==> src/rtl/pll_lock_pkg.sv <==
// Shared types and width helpers for the PLL lock supervisor.
package pll_lock_pkg;

  typedef enum logic [2:0] {
    ST_RST_PULSE = 3'd0,
    ST_WAIT_LOCK = 3'd1,
    ST_STABLE    = 3'd2,
    ST_RUN       = 3'd3,
    ST_FAIL      = 3'd4
  } state_e;

  // Timer width sized from the longest interval it must count; never below 1 bit.
  function automatic int unsigned tmr_width(input int unsigned a,
                                            input int unsigned b,
                                            input int unsigned c);
    int unsigned m;
    int unsigned w;
    m = a;
    if (b > m) m = b;
    if (c > m) m = c;
    w = $clog2(m);
    return (w < 1) ? 1 : w;
  endfunction

  // Width of a counter that must hold 0..n inclusive; never below 1 bit.
  function automatic int unsigned cnt_width(input int unsigned n);
    int unsigned w;
    w = $clog2(n + 1);
    return (w < 1) ? 1 : w;
  endfunction

endpackage

==> src/rtl/sync_2ff.sv <==
// Generic two-flop synchronizer for a single asynchronous level signal.
module sync_2ff (
  input  logic clk,
  input  logic rst_n,
  input  logic d,
  output logic q
);

  logic meta;

  // Two back-to-back flops; the first may go metastable, the second filters it.
  always_ff @(posedge clk or negedge rst_n) begin
    if (!rst_n) begin
      meta <= 1'b0;
      q    <= 1'b0;
    end else begin
      meta <= d;
      q    <= meta;
    end
  end

endmodule

==> src/rtl/pll_lock_ctrl.sv <==
// PLL lock supervisor: pulses PLL reset, waits for stable lock, retries on
// timeout and releases the PLL-clocked domain reset only in RUN.
module pll_lock_ctrl
  import pll_lock_pkg::*;
#(
  parameter int unsigned RST_CYCLES    = 27,
  parameter int unsigned LOCK_TIMEOUT  = 27000,
  parameter int unsigned STABLE_CYCLES = 2700,
  parameter int unsigned MAX_RETRY     = 3
) (
  input  logic                             clk,
  input  logic                             rst_n,
  input  logic                             pll_lock,
  input  logic                             restart,
  output logic                             pll_reset,
  output logic                             out_rst_n,
  output logic                             ready,
  output logic                             fail,
  output logic [cnt_width(MAX_RETRY)-1:0]  retry_cnt,
  output logic [7:0]                       loss_cnt
);

  localparam int unsigned TMR_W   = tmr_width(RST_CYCLES, LOCK_TIMEOUT, STABLE_CYCLES);
  localparam int unsigned RETRY_W = cnt_width(MAX_RETRY);

  localparam logic [TMR_W-1:0]   RST_LAST    = TMR_W'(RST_CYCLES - 1);
  localparam logic [TMR_W-1:0]   LOCK_LAST   = TMR_W'(LOCK_TIMEOUT - 1);
  localparam logic [TMR_W-1:0]   STABLE_LAST = TMR_W'(STABLE_CYCLES - 1);
  localparam logic [RETRY_W-1:0] RETRY_MAX   = RETRY_W'(MAX_RETRY);

  state_e               state_q, state_d;
  logic [TMR_W-1:0]     tmr_q, tmr_d;
  logic [RETRY_W-1:0]   retry_d;
  logic [7:0]           loss_d;
  logic                 pll_reset_d, run_d, fail_d;
  logic                 lock_s;

  sync_2ff u_lock_sync (
    .clk   (clk),
    .rst_n (rst_n),
    .d     (pll_lock),
    .q     (lock_s)
  );

  // State register, shared timer, counters and Moore outputs.
  always_ff @(posedge clk or negedge rst_n) begin
    if (!rst_n) begin
      state_q   <= ST_RST_PULSE;
      tmr_q     <= '0;
      retry_cnt <= '0;
      loss_cnt  <= '0;
      pll_reset <= 1'b1;
      out_rst_n <= 1'b0;
      ready     <= 1'b0;
      fail      <= 1'b0;
    end else begin
      state_q   <= state_d;
      tmr_q     <= tmr_d;
      retry_cnt <= retry_d;
      loss_cnt  <= loss_d;
      pll_reset <= pll_reset_d;
      out_rst_n <= run_d;
      ready     <= run_d;
      fail      <= fail_d;
    end
  end

  // Next-state, counter updates and output decode from the next state.
  always_comb begin
    state_d = state_q;
    tmr_d   = tmr_q;
    retry_d = retry_cnt;
    loss_d  = loss_cnt;

    if (restart) begin
      state_d = ST_RST_PULSE;
      retry_d = '0;
    end else begin
      case (state_q)
        ST_RST_PULSE: begin
          tmr_d = tmr_q + TMR_W'(1);
          if (tmr_q == RST_LAST) state_d = ST_WAIT_LOCK;
        end
        ST_WAIT_LOCK: begin
          tmr_d = tmr_q + TMR_W'(1);
          if (lock_s) begin
            state_d = ST_STABLE;
          end else if (tmr_q == LOCK_LAST) begin
            if (retry_cnt == RETRY_MAX) begin
              state_d = ST_FAIL;
            end else begin
              retry_d = retry_cnt + RETRY_W'(1);
              state_d = ST_RST_PULSE;
            end
          end
        end
        ST_STABLE: begin
          tmr_d = tmr_q + TMR_W'(1);
          if (!lock_s) begin
            state_d = ST_WAIT_LOCK;
          end else if (tmr_q == STABLE_LAST) begin
            state_d = ST_RUN;
          end
        end
        ST_RUN: begin
          if (!lock_s) begin
            if (loss_cnt != 8'hFF) loss_d = loss_cnt + 8'd1;
            retry_d = '0;
            state_d = ST_RST_PULSE;
          end
        end
        ST_FAIL: begin
          state_d = ST_FAIL;
        end
        default: begin
          state_d = ST_RST_PULSE;
        end
      endcase
    end

    // Timer restarts on every state change and on any restart request.
    if (restart || (state_d != state_q)) tmr_d = '0;

    pll_reset_d = (state_d == ST_RST_PULSE) || (state_d == ST_FAIL);
    run_d       = (state_d == ST_RUN);
    fail_d      = (state_d == ST_FAIL);
  end

endmodule

==> config.mk <==
export PLATFORM = sky130hd
export DESIGN_NAME = pll_lock_ctrl
export DESIGN_NICKNAME = d
export VERILOG_FILES = /design/src/rtl/pll_lock_pkg.sv /design/src/rtl/sync_2ff.sv /design/src/rtl/pll_lock_ctrl.sv
export SDC_FILE = /design/constraint.sdc
export NUM_CORES = 1
export LEC_CHECK = 0
export CAP_MARGIN = 10
export CORE_ASPECT_RATIO = 2
export CORE_MARGIN = 1
export CORE_UTILIZATION = 25
export DETAILED_ROUTE_END_ITERATION = 8
export PLACE_DENSITY = 0.46
export SKIP_LAST_GASP = 1
export SLEW_MARGIN = 30
export SYNTH_ARGS = -nofsm -noshare
export SYNTH_HDL_FRONTEND = slang
export SYNTH_SLANG_ARGS = --single-unit
==> constraint.sdc <==
create_clock -name clk -period 2.9 [get_ports clk]
set_input_delay 0.58 -clock clk [delete_from_list [all_inputs] [get_ports clk]]
set_output_delay 0.58 -clock clk [all_outputs]
set_load 0.1 [all_outputs]
==> impl_metrics.tcl, run 1 <==
set metrics [dict create \
    finalClockSkew_ns 0.003012 \
    n_antenna_cell 0 \
    slew_violations 0 \
    vias 1380 \
    area_growth_pct 21.31 \
    async_flop_share_pct 100.0 \
    synth_top_flop_cell "dfrtp_1" \
    min_path_cells 0 \
    avgSynthCellArea_um2 9.636 \
    regToRegStartpoint "tmr_q[1]" \
    hp-start "u_lock_sync.meta" \
    multi_input_comb_area_um2 884.6 \
    drive_gt1_share_pct 15.61 \
    power_density_nw_per_um2 496.5 \
    hp-class "reg -> reg" \
    max_freq_mhz 412.7 \
    cts-root-buf "clkbuf_16" \
    gp_congestion 0.7798 \
    dieArea_um2 7453 \
    rsz0062_at_grt "false" \
    crit_path_start "tmr_q[1]" \
    start_util_pct 25.74 \
    synth.largest_area_cell "dfrtp_1" \
    grtUsageTotal_pct 12.57 \
    tritoncts "yes" \
    rows 43 \
    ys_seq_elements 33 \
    end_kind "flop" \
    synthCells 184 \
    ctsHoldBuffers 0 \
    cts-resized-gates 0 \
    drtIter0Drc 90 \
    worstSetupPathType "reg -> reg" \
    overflow 0 \
    final_util_pct 31.23 \
    period_share_pct 83.56 \
    regArea_um2 827.0 \
    grt_pass1_vias 1387 \
    io_buffers 17 \
    yosysSeqAreaShare_pct 46.65 \
    grt_max_degree 34 \
    via_per_inst 4.678 \
    vdd_drop_max_uv 195.9 \
    hold_viol 0 \
    grt_pass1_wl_mm 6.755 \
    h-tree-depth 2 \
    rr_worst_depth 7 \
    syn-cell-area_um2 1773 \
    yosysWarnings 0 \
    cts_made_buffers 5 \
    rr_endpoint "tmr_q[2]" \
    netlist_top_cells_area "dfrtp_1, nand2_1, xnor2_1" \
    coreArea_um2 6887 \
    worstSetupStartpointType "flop" \
    fp.dieW_um 61.55 \
    fin_crit_ns 2.423 \
    fillers 756 \
    cts_sinks 33 \
    drv_cap 0 \
    cts_setup_buffers 0 \
    syn_nets 192 \
    fin_nets 212 \
    slew_headroom_pct 64.33 \
    worstPathRequired_ns 3.05 \
    regToRegSetupSlack_ns 0.48 \
    critPathArrivalTime_ns 2.57 \
    synth_edf_count 0 \
    synth.top_cell.area_share_pct 45.17 \
    clock_latency_ns 0.27 \
    synth_cell_types 43 \
    cts.reportedPaths.clkPinSlew_ns 0.05 \
    clockBufferDepth 2 \
    finalSetupViolations 0 \
    worstHoldEndpoint "u_lock_sync.q" \
    wire_per_inst_um 13.79 \
    status "finished clean" \
    hpwl_mm 3.011 \
    ioPinCount 18 \
    fin_tns_setup_ns 0 \
    critPathMaxFanout 15 \
    route.detailed.drc 0 \
    drt_wl_total_mm 4.069 \
    postRouteAntennaNets 0 \
    worst-slew-pin-transition_ns 0.5327 \
    p_leak_nw 0.9714 \
    first_pass_iters 4 \
    antenna_found_initial 0 \
    die_h_um 121.1 \
]
[Yosys cell counts, types with 2 or more instances]
cell      count
dfrtp_1      32
nand2_1      26
nor2_1       21
xnor2_1      11
nand3_1       9
xor2_1        9
inv_1         6
nor3_1        6
nand4_1       5
nor3b_1       5
nor4_1        5
clkbuf_1      4
ha_1          4
a21oi_1       3
a31oi_1       3
or3_1         3
or3b_2        3
nand4b_1      2
o211ai_1      2
or4_1         2
[metal layers]
layer	vias up	part of all wire (%)	GRT usage [%]	wire length, um
met5	-	0	0	0
met4	0	3.2	7.500	129
met3	8	2.6	3.092	106
met2	17	57	21.98	2327
met1	670	37	12.61	1506
li1	685	-	-	-
[power by group]
group,switching (mW),internal [mW],total (mW)
Combinational,0.0449,0.0211,0.0660
Clock,0.183,0.342,0.525
Sequential,0.00851,0.469,0.477
Total,0.236,0.832,1.07
[sequential cells by signal, summed over array words and instances (netlist names)]
name and cells:
tmr_q 15, u_lock_sync.q 1, fail 1, ready 1, loss_cnt 8, u_lock_sync.meta 1
pll_reset 1, retry_cnt 2, state_q 3
[through the flow]
step / power, mW / hold slack, ns / setup WS (ns) / area, um2 / std cells
3_5_place_dp: 0.5524 / 0.3358 / 0.4408 / 2004 / 287
2_1_floorplan: 0.5249 / 0.2844 / 0.6794 / 1773 / 184
4_1_cts: 1.089 / 0.3480 / 0.4680 / 2151 / 295
3_3_place_gp: 0.5523 / 0.3339 / 0.4062 / 2004 / 287
6_report: 1.068 / 0.3443 / 0.4767 / 2151 / 295
5_1_grt: 1.112 / 0.3651 / 0.2506 / 2151 / 295
[critical path: stages (launching register included)]
cell,delay [ns]
dfrtp_1,0.39
ha_1,0.23
or4bb_2,0.61
o41ai_1,0.31
nand3_1,0.20
a32oi_4,0.25
buf_4,0.23
nor3_1,0.08
[cell type report]
type	count	area share (%)
clock buffers	8	6.806
inverters	6	1.047
multi-input cells	138	41.13
flip-flops and latches	33	38.45
well taps	90	5.236
repair buffers	20	7.330
[cell usage in the layout, fill, tap and decap left out, types with 6 or more instances in the layout]
cell     Yosys  routed
inv_1        6       6
xor2_1       9       9
buf_4        1      17
nor3_1       6       6
nand3_1      9       9
xnor2_1     11      11
nor2_1      21      21
dfrtp_1     32      32
nand2_1     26      26
[worst max path at each step]
stage	slack, ns	depth (start not counted)	end
CTS	0.47	7	tmr_q[2]
finish	0.48	7	tmr_q[2]
floorplan	0.68	6	tmr_q[1]
global route	0.25	7	tmr_q[13]
global placement	0.41	5	loss_cnt[7]
detailed placement	0.44	5	loss_cnt[7]
[cells by family (layout without fill, tap and decap cells)]
family | Yosys count | after routing | share of synthesized area, %
AO/OA/AOI/OAI | 17 | 17 | 7.975
flip-flops | 33 | 33 | 46.65
AND/OR/NAND/NOR | 97 | 97 | 29.22
buffers and inverters | 13 | 34 | 3.458
adder cells (fa/ha/maj) | 4 | 4 | 2.823
XOR/XNOR | 20 | 20 | 9.880
(Power assumes the default switching activity.)
==> run 2, diff against run 1 <==
Clock period 2.9 ns to 2.31 ns, I/O delays scaled along.
==> run 2 against run 1 <==
Effect of this change: clock power rose by 26%; critical path depth did not move; power rose by 27%; global-route usage rose by 1.8 points; hold slack improved by 0.026 ns; first-iteration DRC count fell by 38%; sequential power rose by 25%; final cell count rose by 7.8%; setup slack got worse by 0.42 ns; largest cell class unchanged.
==> impl_metrics.tcl, run 2 (synthesis results as in run 1) <==
set metrics [dict create \
    status "finished clean" \
    via_per_inst 4.723 \
    worstSetupPathType "reg -> reg" \
    p_clk_share_pct 48.7 \
    grtUsageTotal_pct 14.41 \
    grt_pass1_wl_mm 7.665 \
    p_total_mw 1.359 \
    max_freq_mhz 444.1 \
    regMostFlops "tmr_q" \
    fillers 777 \
    drive_gt1_share_pct 26.32 \
    io_buffers 17 \
    dieArea_um2 7453 \
    first_pass_iters 4 \
    hp-start "u_lock_sync.meta" \
    cts_made_buffers 5 \
    hpwl_mm 3.514 \
    start_util_pct 25.74 \
    ioPinCount 18 \
    period_share_pct 97.47 \
    slew_headroom_pct 70.28 \
    worstSetupStartpointType "flop" \
    area_growth_pct 35.00 \
    tritoncts "yes" \
    met1_usage_pct 13.03 \
    p_leak_nw 1.107 \
    finalClockSkew_ns 0.002868 \
    regArea_um2 827.0 \
    gp_congestion 0.7718 \
    worstPathRequired_ns 2.48 \
    final_util_pct 34.76 \
    final_common_cell "buf_4" \
    pwr-share-comb_pct 7.3 \
    die_h_um 121.1 \
    p_int_mw 1.053 \
    placed_cells 309 \
    met2_usage_pct 26.68 \
    ctsHoldBuffers 0 \
    coreArea_um2 6887 \
    vdd_drop_max_uv 373.3 \
    switching_share_pct 22.50 \
    cts_setup_buffers 0 \
    top_usage_layer "met2" \
    mostFrequentLayoutCells "buf_4, dfrtp_1, nand2_1" \
    antenna_found_initial 0 \
    overflow 0 \
    cts-resized-gates 0 \
    fin_tns_setup_ns 0 \
    worst-slew-pin-transition_ns 0.4458 \
    n_antenna_cell 0 \
    vias 1502 \
    cts.reportedPaths.clkPinSlew_ns 0.05 \
    clockBufferDepth 2 \
    p_seq_share_pct 44.0 \
    hp-class "reg -> reg" \
    end_kind "flop" \
    finalSetupViolations 0 \
    grt_pass1_vias 1535 \
    wire_per_inst_um 14.83 \
    rows 43 \
    cts_sinks 33 \
    multi_input_comb_area_um2 920.9 \
    drt_wl_total_mm 4.716 \
    h-tree-depth 2 \
    critPathMaxFanout 6 \
    largest_reg_flops 15 \
    hold_viol 0 \
    drtIter0Drc 56 \
    power_density_nw_per_um2 567.7 \
    cts-root-buf "clkbuf_16" \
    grt_use_met3_pct 2.985 \
    grt_max_degree 34 \
    clock_latency_ns 0.28 \
    critPathArrivalTime_ns 2.42 \
    largestRegisters "tmr_q: 15 flops, loss_cnt: 8 flops, state_q: 3 flops" \
    fin_crit_ns 2.252 \
    slew_violations 0 \
    postRouteAntennaNets 0 \
    route.detailed.drc 0 \
    regToRegStartpoint "tmr_q[10]" \
    fin_cells 318 \
    fin_nets 235 \
    power.switching_mw 0.3058 \
    fp.dieW_um 61.55 \
    crit_path_start "tmr_q[10]" \
    drv_cap 0 \
    holdWs_ns 0.3705 \
]
## run 2: final timing paths
check,slack [ns],depth (start not counted),end
min in group asynchronous,0.59,2,u_lock_sync.meta
max reg2reg,0.06,7,tmr_q[6]
max in group asynchronous,1.38,2,pll_reset
min,0.37,0,u_lock_sync.q
min reg2reg,0.37,0,u_lock_sync.q
max,0.06,7,tmr_q[6]
## run 2: per-layer routing
layer / up-vias / share of wire [%] / wire [um]
li1: 734 / - / -
met1: 738 / 34 / 1622
met2: 20 / 60 / 2811
met3: 10 / 1.8 / 86
met4: 0 / 4.2 / 196
met5: - / 0 / 0
## run 2: layout make-up
| class | count | area share (%) |
|---|---|---|
| repair buffers | 43 | 15.21 |
| inverters | 6 | 0.9409 |
| flip-flops and latches | 33 | 34.55 |
| well taps | 90 | 4.705 |
| multi-input cells | 138 | 38.47 |
| clock buffers | 8 | 6.116 |
## run 2: power by group through the flow
| stage | clock network, mW | registers (mW) | logic, mW |
|---|---|---|---|
| final | 0.661 | 0.598 | 0.0990 |
| after detailed placement | 0 | 0.606 | 0.0997 |
| after global routing | 0.716 | 0.599 | 0.109 |
| after CTS | 0.687 | 0.596 | 0.100 |
| after global placement | 0 | 0.606 | 0.0988 |
| after floorplan | 0 | 0.629 | 0.0300 |
## run 2: stage by stage
step	setup slack (ns)	cell area (um2)
floorplan	0.08937	1773
global placement	0.06478	2182
detailed placement	0.03887	2182
CTS	0.003414	2328
global route	-0.01802	2394
finish	0.05849	2394
## run 2: critical path, stage by stage (launching register included)
cell and delay (ns):
dfrtp_1 0.40, or4b_4 0.53, buf_6 0.14, nor4_2 0.20
nand4b_1 0.24, a32oi_4 0.39, clkbuf_16 0.21, nor2_1 0.04
